$ cat src/rtl/signed_narrow_sat_if.sv
// Valid/ready stream bundle for the saturating narrower: a wide sample with
// its signedness flag in, a narrow signed result plus a clip flag out.
interface signed_narrow_sat_if #(
  parameter int IN_W  = 5,
  parameter int OUT_W = 3
);
  logic                    in_valid;
  logic                    in_ready;
  logic        [IN_W-1:0]  in_data;
  logic                    in_signed;
  logic                    out_valid;
  logic                    out_ready;
  logic signed [OUT_W-1:0] out_data;
  logic                    out_sat;

  // Producer/consumer side (drives samples in, takes results out).
  modport master (
    output in_valid, in_data, in_signed, out_ready,
    input  in_ready, out_valid, out_data, out_sat
  );

  // Block side.
  modport slave (
    input  in_valid, in_data, in_signed, out_ready,
    output in_ready, out_valid, out_data, out_sat
  );
endinterface

$ cat src/rtl/signed_narrow_sat.sv
// Saturating narrower: clips a wide signed or unsigned sample into a narrow
// two's-complement range, one registered output slot with valid/ready on both
// sides, and a sticky-at-max counter of clipped samples for debug.
// IN_W must exceed OUT_W, and OUT_W must be at least 2.
module signed_narrow_sat #(
  parameter int IN_W  = 5,
  parameter int OUT_W = 3,
  parameter int CNT_W = 8
) (
  input  logic             clk,
  input  logic             rst,
  signed_narrow_sat_if.slave bus,
  input  logic             clr_cnt,
  output logic [CNT_W-1:0] sat_count
);

  // Range limits, held one bit wider than the input so an unsigned sample
  // with its MSB set still compares as a large positive number.
  localparam logic signed [IN_W:0]    MAX_X   = (IN_W+1)'(2**(OUT_W-1) - 1);
  localparam logic signed [IN_W:0]    MIN_X   = (IN_W+1)'(-(2**(OUT_W-1)));
  localparam logic signed [OUT_W-1:0] OUT_MAX = {1'b0, {(OUT_W-1){1'b1}}};
  localparam logic signed [OUT_W-1:0] OUT_MIN = {1'b1, {(OUT_W-1){1'b0}}};
  localparam logic        [CNT_W-1:0] CNT_TOP = '1;

  typedef struct packed {
    logic                    sat;
    logic signed [OUT_W-1:0] q;
  } sat_res_t;

  typedef enum logic {EMPTY = 1'b0, FULL = 1'b1} state_t;

  function automatic sat_res_t narrow_sat(input logic [IN_W-1:0] d,
                                          input logic            is_signed);
    logic signed [IN_W:0] v;
    sat_res_t             r;
    v     = is_signed ? $signed({d[IN_W-1], d}) : $signed({1'b0, d});
    r.sat = 1'b0;
    r.q   = v[OUT_W-1:0];
    if (v > MAX_X) begin
      r.sat = 1'b1;
      r.q   = OUT_MAX;
    end else if (v < MIN_X) begin
      r.sat = 1'b1;
      r.q   = OUT_MIN;
    end
    return r;
  endfunction

  state_t                  state_p1;
  state_t                  state_nxt;
  logic                    vld_p1;
  logic signed [OUT_W-1:0] data_p1;
  logic                    sat_p1;
  sat_res_t                res_p0;
  logic                    acc_p0;
  logic        [CNT_W-1:0] cnt_p1;

  // ---- stage p0: combinational clip of the offered sample ----
  assign vld_p1       = (state_p1 == FULL);
  assign bus.in_ready = !vld_p1 || bus.out_ready;
  assign acc_p0       = bus.in_valid && bus.in_ready;
  assign res_p0       = narrow_sat(bus.in_data, bus.in_signed);

  // ---- stage p1: output slot and event counter ----
  // Slot occupancy register.
  always_ff @(posedge clk or posedge rst) begin
    if (rst) state_p1 <= EMPTY;
    else     state_p1 <= state_nxt;
  end

  // Slot fills on accept, drains when the consumer takes it with nothing new.
  always_comb begin
    state_nxt = state_p1;
    case (state_p1)
      EMPTY:   if (acc_p0) state_nxt = FULL;
      FULL:    if (bus.out_ready && !acc_p0) state_nxt = EMPTY;
      default: state_nxt = EMPTY;
    endcase
  end

  // Result captured only on accept so a stalled output holds still.
  always_ff @(posedge clk or posedge rst) begin
    if (rst) begin
      data_p1 <= '0;
      sat_p1  <= 1'b0;
    end else if (acc_p0) begin
      data_p1 <= res_p0.q;
      sat_p1  <= res_p0.sat;
    end
  end

  // Clip counter: clear wins but still counts a clip accepted that cycle.
  always_ff @(posedge clk or posedge rst) begin
    if (rst) begin
      cnt_p1 <= '0;
    end else if (clr_cnt) begin
      cnt_p1 <= (acc_p0 && res_p0.sat) ? CNT_W'(1) : '0;
    end else if (acc_p0 && res_p0.sat && (cnt_p1 != CNT_TOP)) begin
      cnt_p1 <= cnt_p1 + CNT_W'(1);
    end
  end

  assign bus.out_valid = vld_p1;
  assign bus.out_data  = data_p1;
  assign bus.out_sat   = sat_p1;
  assign sat_count     = cnt_p1;

endmodule

$ cat src/flat_wrapper.sv
// flat-port wrapper written by rule: the top's interface ports become plain ports
module signed_narrow_sat_flat 
#(
  parameter int IN_W  = 5,
  parameter int OUT_W = 3,
  parameter int CNT_W = 8
)
  (clk, rst, clr_cnt, sat_count, bus_in_valid, bus_in_data, bus_in_signed, bus_out_ready, bus_in_ready, bus_out_valid, bus_out_data, bus_out_sat);
  signed_narrow_sat_if #(.IN_W(IN_W), .OUT_W(OUT_W)) bus_i ();
  input  logic clk;
  input  logic rst;
  input  logic clr_cnt;
  output logic [CNT_W-1:0] sat_count;
  input wire logic [$bits(bus_i.in_valid)-1:0] bus_in_valid;
  input wire logic [$bits(bus_i.in_data)-1:0] bus_in_data;
  input wire logic [$bits(bus_i.in_signed)-1:0] bus_in_signed;
  input wire logic [$bits(bus_i.out_ready)-1:0] bus_out_ready;
  output wire logic [$bits(bus_i.in_ready)-1:0] bus_in_ready;
  output wire logic [$bits(bus_i.out_valid)-1:0] bus_out_valid;
  output wire logic [$bits(bus_i.out_data)-1:0] bus_out_data;
  output wire logic [$bits(bus_i.out_sat)-1:0] bus_out_sat;
  assign bus_i.in_valid = bus_in_valid;
  assign bus_i.in_data = bus_in_data;
  assign bus_i.in_signed = bus_in_signed;
  assign bus_i.out_ready = bus_out_ready;
  assign bus_in_ready = bus_i.in_ready;
  assign bus_out_valid = bus_i.out_valid;
  assign bus_out_data = bus_i.out_data;
  assign bus_out_sat = bus_i.out_sat;
  signed_narrow_sat #(.IN_W(IN_W), .OUT_W(OUT_W), .CNT_W(CNT_W)) u_core (.clk(clk), .rst(rst), .bus(bus_i), .clr_cnt(clr_cnt), .sat_count(sat_count));
endmodule
$ cat config.mk
export PLATFORM = sky130hd
export DESIGN_NAME = signed_narrow_sat_flat
export DESIGN_NICKNAME = d
export VERILOG_FILES = /design/src/rtl/signed_narrow_sat_if.sv /design/src/rtl/signed_narrow_sat.sv /design/src/flat_wrapper.sv
export SDC_FILE = /design/constraint.sdc
export NUM_CORES = 1
export LEC_CHECK = 0
export CAP_MARGIN = 30
export CORE_AREA = 2 2 44 46
export DETAILED_ROUTE_END_ITERATION = 16
export DIE_AREA = 0 0 46 48
export PLACE_DENSITY = 0.81
export SLEW_MARGIN = 20
export SYNTH_ARGS = -nofsm -noshare
export SYNTH_HDL_FRONTEND = slang
export SYNTH_SLANG_ARGS = --single-unit
$ cat constraint.sdc
create_clock -name clk -period 1.9 [get_ports clk]
set_input_delay 0.285 -clock clk [delete_from_list [all_inputs] [get_ports clk]]
set_output_delay 0.285 -clock clk [all_outputs]
set_load 0.05 [all_outputs]
==> insert_results.sql, run 1 <==
INSERT INTO impl_metrics (metric_group, metric, value, unit) VALUES
('clock_tree', 'cts_max_level', '1', ''),
('die', 'placementRows', '15', ''),
('sta', 'tightest_slew_margin_relative_to_the_limit', '66.47', '%'),
('finish', 'nets', '117', ''),
('setup_path', 'worst-path-buf-inv', '1', ''),
('global_routing', 'grt_antenna_before_repair', '0', ''),
('synthesis', 'postSynth.asyncResetShare', '100.0', '%'),
('synthesis', 'yosysTopAreaCellShare', '46.68', '%'),
('power', 'cellPowerDensity', '685.3', 'nW/um2'),
('global_routing', 'grt_pass1_wl', '2.711', 'mm'),
('setup_path', 'cp_slowest_stage_delay', '0.83', 'ns'),
('detailed_routing', 'initialDrtViolationCount', '16', ''),
('global_routing', 'top_usage_layer', 'met2', ''),
('synthesis', 'synth_top_cell_by_area', 'sky130_fd_sc_hd__dfrtp_1', ''),
('die', 'die_height', '48', 'um'),
('sta', 'skew', '0.001173', 'ns'),
('die', 'die-area', '2208', 'um2'),
('power', 'internal-power', '461.7', 'uW'),
('synthesis', 'yosys-top-cells-count', 'sky130_fd_sc_hd__dfrtp_1 (13), sky130_fd_sc_hd__nand2_1 (11), sky130_fd_sc_hd__a21oi_1 (8)', ''),
('clock_tree', 'total_clock_sinks', '13', ''),
('placed_design', 'port_buffers', '24', ''),
('setup_path', 'rr_worst_depth', '5', ''),
('die', 'core', '1689', 'um2'),
('placed_design', 'placement.setup.worst_slack', '0.02042', 'ns'),
('clock_tree', 'tritoncts', 'done', ''),
('power', 'power.ir.vdd_worst', '0.4265', 'mV'),
('finish', 'layout-drive-gt1-share', '10.58', '%'),
('setup_path', 'critical_path_s_slowest_cell', 'sky130_fd_sc_hd__clkdlybuf4s50_1', ''),
('sta', 'timing_worst_slew_pin_value', '0.5014', 'ns'),
('worst_hold_path', 'min_path_type', 'input pin to async pin', ''),
('synthesis', 'netlist_instances', '73', ''),
('synthesis', 'syn_avg_cell_area', '9.547', 'um2'),
('sta', 'achievable-frequency', '0.5500', 'GHz'),
('global_routing', 'vias_in_the_first_global_route', '616', ''),
('sta', 'setup_viol', '0', ''),
('synthesis', 'synthTopCellsByArea', 'sky130_fd_sc_hd__dfrtp_1 (47%), sky130_fd_sc_hd__nand2_1 (5.9%), sky130_fd_sc_hd__a21oi_1 (5.7%)', ''),
('synthesis', 'syn-num-nets', '85', ''),
('power', 'power_frac_clock', '24.9', '%'),
('setup_path', 'worstSetupPathDepth', '1', ''),
('setup_path', 'regToRegSetupSlack', '0.23', 'ns'),
('sta', 'holdWs', '0.3225', 'ns'),
('placed_design', 'place_congestion', '0.8129', ''),
('detailed_routing', 'drt_pass1_iterations', '4', ''),
('run_status', 'run_status', 'finished clean', ''),
('power', 'totalPowerFinal', '700.5', 'uW'),
('sta', 'layout_worst_path_cycle_share', '95.70', '%'),
('global_routing', 'grt_max_degree', '14', ''),
('finish', 'nFillCells', '146', ''),
('power', 'p_leak', '0.4377', 'nW'),
('global_routing', 'gr-usage-all-layers', '17.53', '%'),
('run', 'max_cap_viol_count', '0', ''),
('detailed_routing', 'postRouteAntennaNets', '0', ''),
('synthesis', 'post_synth_num_cell_types', '24', ''),
('clock_tree', 'cts_hold_buffers', '0', ''),
('global_routing', 'grt.met3_usage', '3.019', '%'),
('setup_path', 'path_cells', 'clkdlybuf4s50_1', ''),
('global_routing', 'global_route.usage.met2', '25.56', '%'),
('setup_path', 'critical-path-top-delay-family', 'buffers and inverters', ''),
('finish', 'area.sequential', '325.3', 'um2'),
('detailed_routing', 'remaining_drc_errors', '0', ''),
('sta', 'timing.setup.tns', '0', 'ns'),
('die', 'die_outline_width', '46', 'um'),
('power', 'switchingPower', '238.8', 'uW'),
('finish', 'num_antenna_cells', '0', ''),
('finish', 'multiInputGateArea', '355.3', 'um2'),
('setup_path', 'worstSetupEndpointType', 'primary output', ''),
('synthesis', 'synth_edf_count', '0', ''),
('synthesis', 'mappedNetlistArea', '696.9', 'um2'),
('clock_tree', 'clock-root-buffer', 'sky130_fd_sc_hd__clkbuf_4', ''),
('clock_tree', 'clock_latency', '0.27', 'ns'),
('synthesis', 'postSynthRegisterBits', '13', '');
==> area by class of cell <==
type | count | share of cell area, %
inverters | 3 | 1.102
repair buffers | 28 | 27.66
multi-input cells | 56 | 34.76
well taps | 17 | 2.081
clock buffers | 4 | 2.570
flip-flops and latches | 13 | 31.82
==> state kept, by name, summed over array words and instances, names as in the netlist <==
signal and count:
u_core.bus.out_valid 1, u_core.bus.out_data 3, u_core.bus.out_sat 1, u_core.sat_count 8
==> cell usage in the layout, fill, tap and decap left out <==
cell	n
sky130_fd_sc_hd__o41ai_1	1
sky130_fd_sc_hd__nand2b_1	1
sky130_fd_sc_hd__clkdlybuf4s50_1	22
sky130_fd_sc_hd__or4b_1	1
sky130_fd_sc_hd__o21ai_0	2
sky130_fd_sc_hd__o211a_1	1
sky130_fd_sc_hd__nand4_4	1
sky130_fd_sc_hd__and2_1	1
sky130_fd_sc_hd__dfrtp_1	13
sky130_fd_sc_hd__nand2b_2	1
sky130_fd_sc_hd__and3_1	1
sky130_fd_sc_hd__buf_4	4
sky130_fd_sc_hd__nand3_1	4
sky130_fd_sc_hd__o221ai_1	1
sky130_fd_sc_hd__buf_12	1
sky130_fd_sc_hd__or3_1	4
sky130_fd_sc_hd__nor2_1	3
sky130_fd_sc_hd__ha_1	1
sky130_fd_sc_hd__inv_1	3
sky130_fd_sc_hd__nand4_1	3
sky130_fd_sc_hd__o31ai_1	5
sky130_fd_sc_hd__mux2i_1	1
sky130_fd_sc_hd__nand2_1	11
sky130_fd_sc_hd__dlymetal6s2s_1	1
sky130_fd_sc_hd__or4_1	3
sky130_fd_sc_hd__clkbuf_4	3
sky130_fd_sc_hd__or3_4	1
sky130_fd_sc_hd__o311ai_0	1
sky130_fd_sc_hd__a21oi_1	8
sky130_fd_sc_hd__clkbuf_1	1
==> routing by layer <==
layer  up-vias  routed length, um
li1        344                  -
met1       314                740
met2        23                819
met3         8                 54
met4         0                 59
met5         -                  0
==> stage by stage <==
| stage | std cells | util (%) |
|---|---|---|
| CTS | 121 | 60.37 |
| global placement | 117 | 58.81 |
| global route | 121 | 60.52 |
| finish | 121 | 60.52 |
| floorplan | 73 | - |
| detailed placement | 117 | 58.81 |
==> repair_timing <==
action,in CTS,in global routing
resized for setup,0,1
endpoints found under the hold margin,0,0
endpoints found under the setup margin,0,1
==> how the worst max path moves through the flow <==
| stage | start | endpoint | slack (ns) |
|---|---|---|---|
| detailed placement | bus_in_data[4] | u_core.sat_count[3] | 0.02 |
| CTS | u_core.sat_count[2] | sat_count[2] | 0.03 |
| global placement | bus_in_data[4] | u_core.sat_count[6] | 0.06 |
| finish | u_core.sat_count[3] | sat_count[3] | 0.08 |
| global route | u_core.sat_count[4] | sat_count[4] | 0.03 |
| floorplan | u_core.bus.out_valid | u_core.sat_count[6] | 0.08 |
==> power groups by stage <==
stage | clock (mW) | combinational, mW | sequential, mW
finish | 0.174 | 0.216 | 0.310
global route | 0.190 | 0.233 | 0.312
CTS | 0.180 | 0.218 | 0.310
detailed placement | 0 | 0.217 | 0.316
global placement | 0 | 0.214 | 0.315
floorplan | 0 | 0.0568 | 0.383
==> logic make-up (layout without fill, tap and decap cells) <==
logic type	after synthesis	in the layout	synth area share (%)
buffers and inverters	4	35	2.693
DFF	13	13	46.68
adders and majority gates	1	1	1.795
muxes	1	1	1.436
and+or+nand+nor	35	35	29.62
AOI/OAI and AO/OA	19	19	17.78
(Power assumes the default switching activity.)
==> run 2, diff against run 1 <==
- CAP_MARGIN: 30 -> 10
==> results of run 2 <==
Same layout as run 1: the final DEF is identical, and so are final timing and power.
==> run 3, diff against run 2 <==
- clock period: 1.9 -> 1.8 ns (I/O delays scaled with it)
==> run 3 against run 2 <==
Sequential share of layout area fell by 0.078 points. Sequential cell count did not move. Sequential power rose by 6%. Critical endpoint is now bus_out_data[1]. Non-clock buffer count rose by 3.
==> insert_results.sql, run 3 (synthesis gave the netlist of run 1 again) <==
INSERT INTO impl_metrics (metric_group, metric, value, unit) VALUES
('run_status', 'run_status', 'finished clean', ''),
('placed_design', 'place_congestion', '0.7894', ''),
('power', 'cellPowerDensity', '719.9', 'nW/um2'),
('setup_path', 'r2r-start', 'u_core.sat_count[0]', ''),
('sta', 'grt_setup_unrepaired', 'no', ''),
('detailed_routing', 'detail_route.wirelength', '1.782', 'mm'),
('clock_tree', 'clock_latency', '0.27', 'ns'),
('finish', 'most_common_cell_after_layout_fill_and_taps_aside', 'sky130_fd_sc_hd__buf_4', ''),
('die', 'io-pin-count', '25', ''),
('die', 'die-area', '2208', 'um2'),
('finish', 'final_design_area_no_fill', '1025', 'um2'),
('global_routing', 'grt_pass1_wl', '2.863', 'mm'),
('setup_path', 'critical_path_source_type', 'register', ''),
('setup_path', 'worst_setup_path_endpoint', 'bus_out_data[1]', ''),
('setup_path', 'critical-path-top-delay-family', 'buffers and inverters', ''),
('setup_path', 'cp_slowest_stage_delay', '0.80', 'ns'),
('die', 'placementRows', '15', ''),
('power', 'p_comb_share', '31.6', '%'),
('setup_path', 'regToRegSetupSlack', '0.12', 'ns'),
('setup_path', 'path_cells', 'clkdlybuf4s50_1', ''),
('placed_design', 'dpl-instance-area', '996.0', 'um2'),
('die', 'core', '1689', 'um2'),
('sta', 'layout_worst_path_cycle_share', '94.36', '%'),
('finish', 'mostFrequentLayoutCells', 'sky130_fd_sc_hd__buf_4 (17), sky130_fd_sc_hd__clkdlybuf4s50_1 (13), sky130_fd_sc_hd__dfrtp_1 (13), sky130_fd_sc_hd__nand2_1 (11), sky130_fd_sc_hd__a21oi_1 (8)', ''),
('power', 'internal-power', '489.0', 'uW'),
('clock_tree', 'clock-root-buffer', 'sky130_fd_sc_hd__clkbuf_4', ''),
('clock_tree', 'total_clock_sinks', '13', ''),
('clock_tree', 'clk_path_buf_depth', '2', ''),
('global_routing', 'grt_antenna_before_repair', '0', ''),
('detailed_routing', 'avgViaCountPerCell', '5.782', ''),
('power', 'seqPwrFrac', '44.5', '%'),
('global_routing', 'grt_max_degree', '14', ''),
('clock_tree', 'clk_transition_reported_paths', '0.08', 'ns'),
('power', 'switchingPower', '248.7', 'uW'),
('placed_design', 'dpl.hpwl', '1.312', 'mm'),
('setup_path', 'worst-path-buf-inv', '1', ''),
('detailed_routing', 'initialDrtViolationCount', '6', ''),
('detailed_routing', 'wl_per_cell', '14.37', 'um'),
('placed_design', 'port_buffers', '24', ''),
('detailed_routing', 'num_vias', '717', ''),
('run', 'max_cap_viol_count', '0', ''),
('setup_path', 'worstSetupEndpointType', 'primary output', ''),
('power', 'power_frac_clock', '23.9', '%'),
('detailed_routing', 'postRouteAntennaNets', '0', ''),
('setup_path', 'worstSetupPathDepth', '1', ''),
('sta', 'holdWs', '0.3182', 'ns'),
('finish', 'num_antenna_cells', '0', ''),
('sta', 'timing_worst_slew_pin_value', '0.5060', 'ns'),
('setup_path', 'timing.critical_path.required', '1.53', 'ns'),
('detailed_routing', 'remaining_drc_errors', '0', ''),
('detailed_routing', 'drt_pass1_iterations', '4', ''),
('sta', 'tightest_slew_margin_relative_to_the_limit', '66.23', '%'),
('die', 'die_outline_width', '46', 'um'),
('global_routing', 'grt_overflow_total', '0', ''),
('clock_tree', 'tritoncts', 'done', ''),
('sta', 'minimum_clock_period_after_layout', '1.698', 'ns'),
('clock_tree', 'cts_made_buffers', '3', ''),
('finish', 'layout-drive-gt1-share', '23.36', '%'),
('die', 'die_height', '48', 'um'),
('power', 'totalPowerFinal', '737.7', 'uW'),
('setup_path', 'rr_worst_depth', '5', ''),
('worst_hold_path', 'min_path_type', 'input pin to async pin', ''),
('setup_path', 'critical_path_s_slowest_cell', 'sky130_fd_sc_hd__clkdlybuf4s50_1', ''),
('finish', 'nFillCells', '150', ''),
('power', 'sw_frac_of_total', '33.72', '%'),
('sta', 'finalHoldViolCount', '0', ''),
('power', 'p_leak', '0.4565', 'nW'),
('finish', 'number_of_flip_flops_in_the_largest_register', '8', ''),
('sta', 'skew', '0.007356', 'ns'),
('sta', 'achievable-frequency', '0.5888', 'GHz'),
('setup_path', 'worstSetupPathType', 'register to primary output', ''),
('global_routing', 'gr-usage-all-layers', '17.80', '%'),
('setup_path', 'cp-startpoint', 'u_core.bus.out_data[1]', ''),
('sta', 'setup_viol', '0', ''),
('power', 'power.ir.vdd_worst', '0.4093', 'mV'),
('die', 'floorplan.initialDensity', '41.26', '%'),
('finish', 'syn_to_layout_area_delta', '47.04', '%'),
('global_routing', 'vias_in_the_first_global_route', '675', ''),
('setup_path', 'crit_reg_reg_endpoint', 'u_core.sat_count[3]', ''),
('sta', 'finalMaxSlewViolations', '0', ''),
('setup_path', 'worst-path-max-fanout', '2', ''),
('setup_path', 'cp.arrival', '1.43', 'ns'),
('clock_tree', 'post-cts-setup-buffer-count', '0', ''),
('finish', 'nets', '120', ''),
('clock_tree', 'cts_max_level', '1', '');
-- run 3: cell count changes in the layout (fill, tap and decap cells not counted) --
| cell | previous run | this run |
|---|---|---|
| sky130_fd_sc_hd__nand2b_2 | 1 | 0 |
| sky130_fd_sc_hd__dlymetal6s2s_1 | 1 | 0 |
| sky130_fd_sc_hd__nor2_2 | 0 | 1 |
| sky130_fd_sc_hd__buf_4 | 4 | 17 |
| sky130_fd_sc_hd__nor2_1 | 3 | 2 |
| sky130_fd_sc_hd__clkdlybuf4s50_1 | 22 | 13 |
| sky130_fd_sc_hd__nand2b_4 | 0 | 1 |
-- run 3: final cells by class --
| type | instances | area (um2) | area share [%] |
|---|---|---|---|
| multi-input combinational | 56 | 362.8 | 35.41 |
| sequential | 13 | 325.3 | 31.75 |
| timing repair buffer | 31 | 277.8 | 27.11 |
| clock buffer | 4 | 26.28 | 2.564 |
| tap | 17 | 21.27 | 2.076 |
| inverter | 3 | 11.26 | 1.099 |
-- run 3: power groups by stage --
stage / Combinational (mW) / Clock, mW / Sequential (mW)
3_5_place_dp: 0.233 / 0 / 0.334
6_report: 0.233 / 0.176 / 0.328
5_1_grt: 0.248 / 0.199 / 0.331
3_3_place_gp: 0.229 / 0 / 0.333
4_1_cts: 0.235 / 0.185 / 0.328
2_1_floorplan: 0.0610 / 0 / 0.405
-- run 3: what timing repair did --
| item | 4_1_cts | 5_1_grt |
|---|---|---|
| gates resized for setup | 0 | 1 |
| endpoints found under the hold margin | 0 | 0 |
| hold buffers | 0 | 0 |
| setup endpoints to repair | 0 | 1 |
-- run 3: worst reg2reg max path, stage by stage, from the launching register on --
cell                      delay [ns]
sky130_fd_sc_hd__dfrtp_1        0.42
sky130_fd_sc_hd__ha_1           0.26
sky130_fd_sc_hd__nand4_1        0.14
sky130_fd_sc_hd__nor2_2         0.10
sky130_fd_sc_hd__or4_1          0.50
sky130_fd_sc_hd__a21oi_1        0.18
-- run 3: per-stage QoR --
stage | TNS [ns] | util, % | cells | setup slack (ns)
floorplan | 0 | - | 73 | 0.01951
global placement | 0 | 58.96 | 120 | 0.009773
detailed placement | -0.05686 | 58.96 | 120 | -0.02983
CTS | 0 | 60.52 | 124 | 0.08941
global route | 0 | 60.67 | 124 | 0.03847
finish | 0 | 60.67 | 124 | 0.1015
-- run 3: worst min-delay path by stage --
stage                                 from                      to  cells after the start
floorplan                              rst  u_core.bus.out_data[0]                      1
global placement    u_core.bus.out_data[0]  u_core.bus.out_data[0]                      2
detailed placement  u_core.bus.out_data[0]  u_core.bus.out_data[0]                      2
CTS                                    rst     u_core.sat_count[1]                      2
global route                           rst     u_core.sat_count[0]                      2
finish                                 rst     u_core.sat_count[0]                      2
-- run 3: per-layer routing --
layer,track usage (%),up-vias,wire (um)
met2,33.61,16,960
met3,1.132,2,50
met5,0,-,0
li1,-,347,-
met1,20.92,352,761
met4,6.857,0,10
